--- config.mk ---
export PLATFORM = sky130hd
export DESIGN_NAME = ospfb_frame_sink
export DESIGN_NICKNAME = d
export VERILOG_FILES = /design/src/rtl/ospfb_frame_sink.sv
export SDC_FILE = /design/constraint.sdc
export NUM_CORES = 2
export LEC_CHECK = 0
export ABC_AREA = 1
export ABC_CLOCK_PERIOD_IN_PS = 6400
export CAP_MARGIN = 20
export CORE_UTILIZATION = 41
export CTS_CLUSTER_DIAMETER = 120
export DETAILED_ROUTE_END_ITERATION = 12
export PLACE_DENSITY = 0.62
export SKIP_CTS_REPAIR_TIMING = 1
export SLEW_MARGIN = 20
export SYNTH_ARGS = -nofsm -noshare
export SYNTH_HDL_FRONTEND = slang
export SYNTH_SLANG_ARGS = --single-unit
--- constraint.sdc ---
create_clock -name clk -period 6.4 [get_ports clk]
set_input_delay 0.64 -clock clk [delete_from_list [all_inputs] [get_ports clk]]
set_output_delay 0.64 -clock clk [all_outputs]
set_load 0.05 [all_outputs]
--- src/rtl/ospfb_frame_sink.sv ---
// ospfb_frame_sink: receives FFT output frames from a stream with no backpressure, holds them
// in a ping-pong frame buffer, and re-emits only complete, well-formed frames on an
// AXI-Stream master. The upstream stream is never stalled.
// Optional build macro OSPFB_SINK_IDX_CHECK_EN: when defined, s_axis_tuser is checked against
// the expected bin index on every beat that is written.
//
// Writer FSM
//   state     | meaning
//   WR_FILL   | writing the frame into buf[wr_sel], or waiting for its first beat
//   WR_DROP   | frame arrived while buf[wr_sel] was full; counting beats until its end
//   WR_RESYNC | framing was lost; ignoring beats up to and including the next tlast
// Reader FSM
//   state     | meaning
//   RD_IDLE   | waiting for buf[iss_sel] to become full
//   RD_SEND   | issuing reads of buf[iss_sel] into the output skid
module ospfb_frame_sink #(
  parameter int WIDTH    = 16,
  parameter int FFT_LEN  = 32,
  parameter int USER_WID = 8,
  parameter int CNT_WID  = 32
) (
  input  logic                 clk,
  input  logic                 rst,
  input  logic [2*WIDTH-1:0]   s_axis_tdata,
  input  logic                 s_axis_tvalid,
  input  logic                 s_axis_tlast,
  input  logic [USER_WID-1:0]  s_axis_tuser,
  output logic [2*WIDTH-1:0]   m_axis_tdata,
  output logic                 m_axis_tvalid,
  input  logic                 m_axis_tready,
  output logic                 m_axis_tlast,
  output logic [USER_WID-1:0]  m_axis_tuser,
  output logic [CNT_WID-1:0]   frame_cnt,
  output logic [CNT_WID-1:0]   drop_cnt,
  output logic                 err_tlast_unexpected,
  output logic                 err_tlast_missing,
  output logic                 err_index
);

  localparam int DW    = 2*WIDTH;
  localparam int IDX_W = $clog2(FFT_LEN);
  localparam logic [IDX_W-1:0] LAST_IDX = IDX_W'(FFT_LEN-1);

  typedef enum logic [1:0] {WR_FILL, WR_DROP, WR_RESYNC} wr_state_t;
  typedef enum logic {RD_IDLE, RD_SEND} rd_state_t;

  wr_state_t           wr_state_q, wr_state_d;
  logic [IDX_W-1:0]    wr_idx_q, wr_idx_d;
  logic                wr_sel_q, wr_sel_d;
  logic [1:0]          full_q, full_d;
  logic                mem_we, full_set, drop_inc, idx_bad;
  logic                err_unexp_q, err_unexp_d;
  logic                err_miss_q, err_miss_d;
  logic                err_idx_q, err_idx_d;

  rd_state_t           rd_state_q, rd_state_d;
  logic [IDX_W-1:0]    rd_idx_q, rd_idx_d;
  logic                iss_sel_q, iss_sel_d;
  logic                rel_sel_q, rel_sel_d;
  logic                issue, pop, fifo_space, frame_done;

  logic [DW-1:0]       fifo_data_q [2];
  logic [DW-1:0]       fifo_data_d [2];
  logic [1:0]          fifo_last_q, fifo_last_d;
  logic [IDX_W-1:0]    fifo_idx_q [2];
  logic [IDX_W-1:0]    fifo_idx_d [2];
  logic                fifo_wp_q, fifo_wp_d, fifo_rp_q, fifo_rp_d;
  logic [1:0]          fifo_cnt_q, fifo_cnt_d;

  logic [CNT_WID-1:0]  frame_cnt_q, frame_cnt_d;
  logic [CNT_WID-1:0]  drop_cnt_q, drop_cnt_d;

  logic [DW-1:0]       mem_q [0:1][0:FFT_LEN-1];

  // tuser only feeds the optional index check; fold it so it never appears dangling
  logic unused_tuser;
  assign unused_tuser = ^s_axis_tuser;

  // Writer: classify each incoming beat and decide where it goes
  always_comb begin
    wr_state_d  = wr_state_q;
    wr_idx_d    = wr_idx_q;
    wr_sel_d    = wr_sel_q;
    mem_we      = 1'b0;
    full_set    = 1'b0;
    drop_inc    = 1'b0;
    err_unexp_d = 1'b0;
    err_miss_d  = 1'b0;
    err_idx_d   = 1'b0;
    idx_bad     = 1'b0;
`ifdef OSPFB_SINK_IDX_CHECK_EN
    idx_bad     = (IDX_W'(s_axis_tuser) != wr_idx_q);
`endif
    if (s_axis_tvalid) begin
      case (wr_state_q)
        WR_FILL: begin
          if (wr_idx_q == '0 && full_q[wr_sel_q]) begin
            // No room: this beat is the first beat of a dropped frame
            if (s_axis_tlast) begin
              drop_inc = 1'b1;
            end else begin
              wr_idx_d    = wr_idx_q + 1'b1;
              wr_state_d  = WR_DROP;
            end
          end else if (idx_bad) begin
            err_idx_d  = 1'b1;
            drop_inc   = 1'b1;
            wr_idx_d   = '0;
            wr_state_d = s_axis_tlast ? WR_FILL : WR_RESYNC;
          end else if (s_axis_tlast) begin
            wr_idx_d = '0;
            if (wr_idx_q == LAST_IDX) begin
              mem_we   = 1'b1;
              full_set = 1'b1;
              wr_sel_d = ~wr_sel_q;
            end else begin
              err_unexp_d = 1'b1;
              drop_inc    = 1'b1;
            end
          end else if (wr_idx_q == LAST_IDX) begin
            err_miss_d = 1'b1;
            drop_inc   = 1'b1;
            wr_idx_d   = '0;
            wr_state_d = WR_RESYNC;
          end else begin
            mem_we   = 1'b1;
            wr_idx_d = wr_idx_q + 1'b1;
          end
        end
        WR_DROP: begin
          if (s_axis_tlast) begin
            drop_inc   = 1'b1;
            wr_idx_d   = '0;
            wr_state_d = WR_FILL;
          end else if (wr_idx_q == LAST_IDX) begin
            drop_inc   = 1'b1;
            wr_idx_d   = '0;
            wr_state_d = WR_RESYNC;
          end else begin
            wr_idx_d = wr_idx_q + 1'b1;
          end
        end
        WR_RESYNC: begin
          if (s_axis_tlast) begin
            wr_idx_d   = '0;
            wr_state_d = WR_FILL;
          end
        end
        default: begin
          wr_idx_d   = '0;
          wr_state_d = WR_FILL;
        end
      endcase
    end
  end

  // Frame buffer storage; no reset needed since full flags gate every read
  always_ff @(posedge clk) begin
    if (mem_we) mem_q[wr_sel_q][wr_idx_q] <= s_axis_tdata;
  end

  // Output side handshakes: skid pop, read-issue space, and frame release on the tlast beat
  always_comb begin
    pop        = (fifo_cnt_q != 2'd0) && m_axis_tready;
    fifo_space = (fifo_cnt_q != 2'd2) || pop;
    frame_done = pop && fifo_last_q[fifo_rp_q];
  end

  // Reader: walk the committed buffer, rolling straight into the other one if it is also full
  always_comb begin
    rd_state_d = rd_state_q;
    rd_idx_d   = rd_idx_q;
    iss_sel_d  = iss_sel_q;
    issue      = 1'b0;
    case (rd_state_q)
      RD_IDLE: begin
        if (full_q[iss_sel_q]) rd_state_d = RD_SEND;
      end
      RD_SEND: begin
        if (fifo_space) begin
          issue = 1'b1;
          if (rd_idx_q == LAST_IDX) begin
            rd_idx_d  = '0;
            iss_sel_d = ~iss_sel_q;
            if (!full_q[~iss_sel_q]) rd_state_d = RD_IDLE;
          end else begin
            rd_idx_d = rd_idx_q + 1'b1;
          end
        end
      end
      default: rd_state_d = RD_IDLE;
    endcase
  end

  // Skid FIFO (the registered memory read lands directly in it), full flags and counters
  always_comb begin
    fifo_data_d = fifo_data_q;
    fifo_last_d = fifo_last_q;
    fifo_idx_d  = fifo_idx_q;
    fifo_wp_d   = fifo_wp_q;
    fifo_rp_d   = fifo_rp_q;
    fifo_cnt_d  = fifo_cnt_q + {1'b0, issue} - {1'b0, pop};
    if (issue) begin
      fifo_data_d[fifo_wp_q] = mem_q[iss_sel_q][rd_idx_q];
      fifo_last_d[fifo_wp_q] = (rd_idx_q == LAST_IDX);
      fifo_idx_d[fifo_wp_q]  = rd_idx_q;
      fifo_wp_d              = ~fifo_wp_q;
    end
    if (pop) fifo_rp_d = ~fifo_rp_q;

    full_d      = full_q;
    rel_sel_d   = rel_sel_q;
    frame_cnt_d = frame_cnt_q;
    if (frame_done) begin
      full_d[rel_sel_q] = 1'b0;
      rel_sel_d         = ~rel_sel_q;
      frame_cnt_d       = frame_cnt_q + 1'b1;
    end
    // A buffer is only set while empty, so it never collides with a release of the same buffer
    if (full_set) full_d[wr_sel_q] = 1'b1;
    drop_cnt_d = drop_inc ? drop_cnt_q + 1'b1 : drop_cnt_q;
  end

  // State registers
  always_ff @(posedge clk or posedge rst) begin
    if (rst) begin
      wr_state_q  <= WR_FILL;
      wr_idx_q    <= '0;
      wr_sel_q    <= 1'b0;
      full_q      <= '0;
      err_unexp_q <= 1'b0;
      err_miss_q  <= 1'b0;
      err_idx_q   <= 1'b0;
      rd_state_q  <= RD_IDLE;
      rd_idx_q    <= '0;
      iss_sel_q   <= 1'b0;
      rel_sel_q   <= 1'b0;
      fifo_data_q <= '{default: '0};
      fifo_last_q <= '0;
      fifo_idx_q  <= '{default: '0};
      fifo_wp_q   <= 1'b0;
      fifo_rp_q   <= 1'b0;
      fifo_cnt_q  <= '0;
      frame_cnt_q <= '0;
      drop_cnt_q  <= '0;
    end else begin
      wr_state_q  <= wr_state_d;
      wr_idx_q    <= wr_idx_d;
      wr_sel_q    <= wr_sel_d;
      full_q      <= full_d;
      err_unexp_q <= err_unexp_d;
      err_miss_q  <= err_miss_d;
      err_idx_q   <= err_idx_d;
      rd_state_q  <= rd_state_d;
      rd_idx_q    <= rd_idx_d;
      iss_sel_q   <= iss_sel_d;
      rel_sel_q   <= rel_sel_d;
      fifo_data_q <= fifo_data_d;
      fifo_last_q <= fifo_last_d;
      fifo_idx_q  <= fifo_idx_d;
      fifo_wp_q   <= fifo_wp_d;
      fifo_rp_q   <= fifo_rp_d;
      fifo_cnt_q  <= fifo_cnt_d;
      frame_cnt_q <= frame_cnt_d;
      drop_cnt_q  <= drop_cnt_d;
    end
  end

  assign m_axis_tdata         = fifo_data_q[fifo_rp_q];
  assign m_axis_tvalid        = (fifo_cnt_q != 2'd0);
  assign m_axis_tlast         = fifo_last_q[fifo_rp_q];
  assign m_axis_tuser         = USER_WID'(fifo_idx_q[fifo_rp_q]);
  assign frame_cnt            = frame_cnt_q;
  assign drop_cnt             = drop_cnt_q;
  assign err_tlast_unexpected = err_unexp_q;
  assign err_tlast_missing    = err_miss_q;
  assign err_index            = err_idx_q;

endmodule

=== Word-level counts from Yosys, hierarchy flattened ===
Memory sizes are Yosys's and may differ from the RTL's.
Index checks and enable logic that the tools add are counted.

* Flip-flop bits (word level): 164
* Memory bits (writable): 2048
* Output and inout bits: 109
* Memories kept: 1

{| class="wikitable"
|+ Memory list
! name !! depth !! width !! rd ports !! clocked after Yosys merged registers in !! wr ports !! line !! text
|-
| mem_q || 2 || 1024 || 1 || 0 || 1 || 73 || <nowiki>logic [DW-1:0] mem_q [0:1][0:FFT_LEN-1];</nowiki>
|}

* Add/sub/neg operators: 6
* Order comparisons: 15
* Eq/ne operators: 8
* Multiplexer cells: 81
* Bitwise gates (word level): 14
* Reductions and logical operators: 17

{| class="wikitable"
|+ Operators with widths
! cell !! number
|-
| 2-to-1 mux 1024 bit || 1
|-
| 2-to-1 mux 32 bit || 7
|-
| binary-select mux 32 bit (select 5 bit) || 1
|-
| demux 32 bit (select 5 bit) || 1
|-
| adder 32 x 1 -> 32 bit (second input constant) || 2
|-
| bitwise mux 64 bit || 1
|-
| 2-to-1 mux 5 bit || 10
|-
| 2-to-1 mux 1 bit || 41
|-
| demux 32 bit (select 1 bit) || 1
|-
| 2-to-1 mux 2 bit || 8
|-
| one-hot mux 5 bit (3 select lines) || 1
|-
| >= comparator 6 bit (second input constant) || 2
|-
| < comparator 1 x 2 -> 1 bit (second input constant) || 6
|-
| NOT 5 -> 6 bit || 2
|-
| adder 5 x 1 -> 5 bit (second input constant) || 2
|-
| bitwise mux 10 bit || 1
|-
| == test 5 bit (second input constant) || 2
|-
| AND reduction 3 bit || 3
|-
| logical AND 1 bit || 8
|-
| NOT 1 bit || 7
|-
| < comparator 6 x 1 -> 1 bit (second input constant) || 1
|-
| inequality test 2 bit (second input constant) || 3
|-
| one-hot mux 2 bit (3 select lines) || 1
|-
| demux 5 bit (select 1 bit) || 1
|-
| other kinds (21) || 28
|}

=== Longest topological paths before layout ===
* Depth in word-level cells: 9
* Depth in mapped cells: 17

=== Worst setup path before layout ===
OpenSTA, ideal clock, no wires.

* Path kind: reg-to-reg
* Start point: register wr_idx_q[0]
* End point: memory mem_q[0][0] (netlist name) (enable)
* Library setup time: 461 ps
* Arrival: 3990 ps
* Setup slack: 1949 ps
* Stages on the path, launching flop included: 11
* Buffers on the path: 1
* Clock period less this slack: 4451 ps
* Cells stage by stage: dfrtp_1 ha_1 nand2_1 nor2_1 ha_1 inv_1 ha_1 nor2_1 nand2_1 buf_2 nor3_1

* Longest elaborated chain between the ends: 8
* Elaborated cells between the ends (all ways): 17
* Those cells by class: order compare: 2; eq/ne: 1; mux: 10; bitwise: 1; reduce/logical: 3

{| class="wikitable"
|+ RTL lines
! item !! line !! text
|-
| start: declaration || 48 || <nowiki>logic [IDX_W-1:0] wr_idx_q, wr_idx_d;</nowiki>
|-
| start signal: assignment || 248 || <nowiki>wr_idx_q <= wr_idx_d;</nowiki>
|-
| parallel branches: the longest is 7 deep, another holds >= comparator 6 bit || -- ||
|-
| 2-to-1 mux 1024 bit (not written as such) (*) || 159 || <nowiki>if (mem_we) mem_q[wr_sel_q][wr_idx_q] <= s_axis_tdata;</nowiki>
|-
| end: declaration || 73 ||
|}

Every way passes the cells marked *.

=== Worst setup path in the final report ===
* Start point: register wr_idx_q[0]
* End point: memory mem_q[1][301] (netlist name) (enable)

The elaborated chain is that of the path after synthesis.

==> out/results.tsv <==
stage	metric	value	unit
cells_and_area	drive_above_1_share	7.33	%
synth	synthesis.area	0.0932	sq mm
detailed_routing	finalWirelength	261000	um
worst_hold_path	hp-class	in -> reg	
detailed_routing	vias	63000	
detailed_routing	drtIter0Drc	6881	
detailed_routing	wire_per_inst	21.8	um
place	dpl_cell_area	0.0980	sq mm
flow_run	drv_cap	0	
synth	ys_ff_latch	2212	
synth	synth.yosys.seq_area_share	70.4	%
power	pwr-share-clk	28.8	%
cts	cts_tree	done	
synth	yosysMostFrequentCell	nand2_1	
synth	synth_top_area_share	66.0	%
synth	ys.flop_type	edfxtp_1	
worst_setup_path	worstSetupPathType	reg -> reg	
sta	fin_crit	3.98	ns
grt	grt_pass1_wl	385000	um
cts	clk_pin_slew	0.06	ns
synth	synth_area_leaders	edfxtp_1, nand2_1, nand3_1	
power	p_per_area	423	mW/mm^2
power	switchingPower	17.2	mW
synth	synth.distinct_cells	36	
cells_and_area	nets	8857	
sta	fin_setup_tns	0	ns
synth	synth_commonest_cells	nand2_1, edfxtp_1, nor2_1	
floorplanning	io_pins	154	
synth	avgSynthCellArea	10.7	sq um
worst_setup_path	cp-end-kind	flop	
place	port_buffers	141	
sta	grt_setup_unrepaired	no	
floorplanning	design.die.area	0.229	sq mm
sta	fmax	0.251	GHz
power	ir_worst_vdd	0.457	mV
floorplanning	core	0.225	sq mm
cts	cts_buffer_depth	3	
cts	clock-root-buffer	clkbuf_16	
place	dp_hpwl	143000	um
grt	grt_max_degree	185	
cells_and_area	final_area	0.105	sq mm
synth	synth_edf_count	2048	
synth	synth_top_cell_by_area	edfxtp_1	
power	pwr-share-seq	37.4	%
detailed_routing	viasPerCell	5.26	
cts	cts_buffers	222	
grt	grt_pass1_vias	59900	
cts	cts_max_level	4	
synth	yosys_warnings	0	
sta	setup_viol	0	
power	combPwrFrac	33.8	%
detailed_routing	ant_nets	0	
sta	fin_skew	0.0572	ns
sta	maxSlewHeadroom	27.9	%
floorplanning	num_rows	174	
worst_setup_path	required	6.97	ns
grt	globalRouteTotalUtil	22.5	%
sta	hold_violations	0	
cts	clock_sinks	2212	
synth	syn_inst	8717	
grt	antenna_found_initial	17	
sta	worst_pin_slew	1.08	ns
cells_and_area	area_growth	12.9	%
detailed_routing	remaining_drc_errors	1	
worst_setup_path	start_kind	flop	
floorplanning	die_y	479	um
floorplanning	start_util	41.4	%
sta	drv_slew	0	
run_status	failed_checks	DRC	
place	routabilityCongestion	0.865	
run_status	status	finished with violations	
sta	holdWs	0.177	ns
worst_setup_path	arrival	4.56	ns
power	p_int	27.3	mW
synth	synthArstFlopShare	7.41	%
cts	clk_latency	0.88	ns
detailed_routing	drtPass1Iterations	10	
grt	grt_overflow	0	
floorplanning	die_w	479	um
sta	period_share	62.3	%
worst_setup_path	critPathMaxFanout	24	
power	switching_share	38.6	%
power	leakage	40.5	nW
## worst max-delay path, stage by stage (launching register included)
cell and delay [ns]:
dfrtp_1 0.41, ha_1 0.22, nand2_1 0.08, nor2_1 0.15, ha_1 0.21, inv_1 0.08
ha_1 0.30, nor2_1 0.23, nand2_1 0.28, inv_1 0.33, nand2_1 0.24, nor2_4 0.80
buf_4 0.36
## cell usage in the layout, fill, tap and decap left out, types with 8 or more instances in the layout
master / count
nand4_1: 16
nor3_1: 26
o21ai_0: 388
nor3_2: 52
nand2_1: 2815
buf_4: 162
mux2_2: 32
clkbuf_1: 46
nand3b_1: 8
xnor2_1: 16
nor2_4: 11
ha_1: 14
buf_2: 31
bufinv_16: 19
clkinv_1: 57
clkinv_16: 8
clkdlybuf4s50_1: 109
dfrtp_1: 157
buf_12: 22
inv_1: 627
a21oi_1: 133
edfxtp_1: 2048
nor2_1: 915
xor2_1: 33
clkbuf_16: 223
nand3_1: 900
clkinv_2: 48
## per-stage QoR
step / setup WS [ns] / std cells / utilization [%] / total power [mW]
2_1_floorplan: 1.33 / 8720 / - / 26.5
3_3_place_gp: 2.16 / 11600 / 43.4 / 31.7
3_5_place_dp: 2.20 / 11600 / 43.5 / 31.8
4_1_cts: 2.48 / 12000 / 46.7 / 44.6
5_1_grt: 2.13 / 12000 / 46.7 / 46.6
6_report: 2.42 / 12000 / 46.7 / 44.5
## metal layers
metal	global-route usage, %	wire, um	vias to the layer above
met5	0	0	-
met4	6.64	7210	0
met3	3.66	23100	384
met2	35.9	121000	2691
met1	31.6	110000	30700
li1	-	-	29200
## kinds of logic after synthesis
kind of cell             after synthesis  synth area share, %
multiplexers                          32                0.387
AND/OR/NAND/NOR                     4762                 20.6
AO/OA/AOI/OAI                        532                 2.87
flip-flops                          2212                 70.4
other                                  1              0.00402
XOR/XNOR                              49                0.460
buffers and inverters               1115                 5.08
adder cells (fa/ha/maj)               14                0.188
## path summary, 6_finish.rpt
check	startpoint	to	slack, ns	depth (start not counted)
min in group asynchronous	rst	frame_cnt[13]	0.35	2
min	s_axis_tdata[16]	mem_q[1][304]	0.18	1
min reg2reg	fifo_data_q[63]	fifo_data_q[63]	0.47	2
max	wr_idx_q[0]	mem_q[1][301]	2.42	12
max reg2reg	wr_idx_q[0]	mem_q[1][301]	2.42	12
max in group asynchronous	rst	wr_sel_q	4.83	3
## final cells by class
cell class	count	area [sq um]
fill	20100	120000
clock inverter	143	1410
antenna	5	12.5
clock buffer	269	5750
tap	2992	3740
multi-input combinational	5393	23300
inverter	643	2460
sequential	2212	65600
timing repair buffer	326	2960
## power by group through the flow
stage	clock network, mW	registers, mW	logic, mW
2_1_floorplan	0	16.8	9.74
3_3_place_gp	0	16.9	14.7
3_5_place_dp	0	16.9	14.9
4_1_cts	13.0	16.6	15.0
5_1_grt	13.5	16.7	16.4
6_report	12.8	16.6	15.1
## registers in the layout (all words and copies together), names as in the netlist, 2 cells and up
| signal | flops |
|---|---|
| fifo_cnt_q | 2 |
| rd_idx_q | 5 |
| full_q | 2 |
| wr_state_q | 2 |
| fifo_last_q | 2 |
| drop_cnt | 32 |
| frame_cnt | 32 |
| wr_idx_q | 5 |
| fifo_data_q | 64 |
| fifo_idx_q | 10 |
| mem_q | 2048 |
No activity file was read; power rests on OpenSTA's default activity.
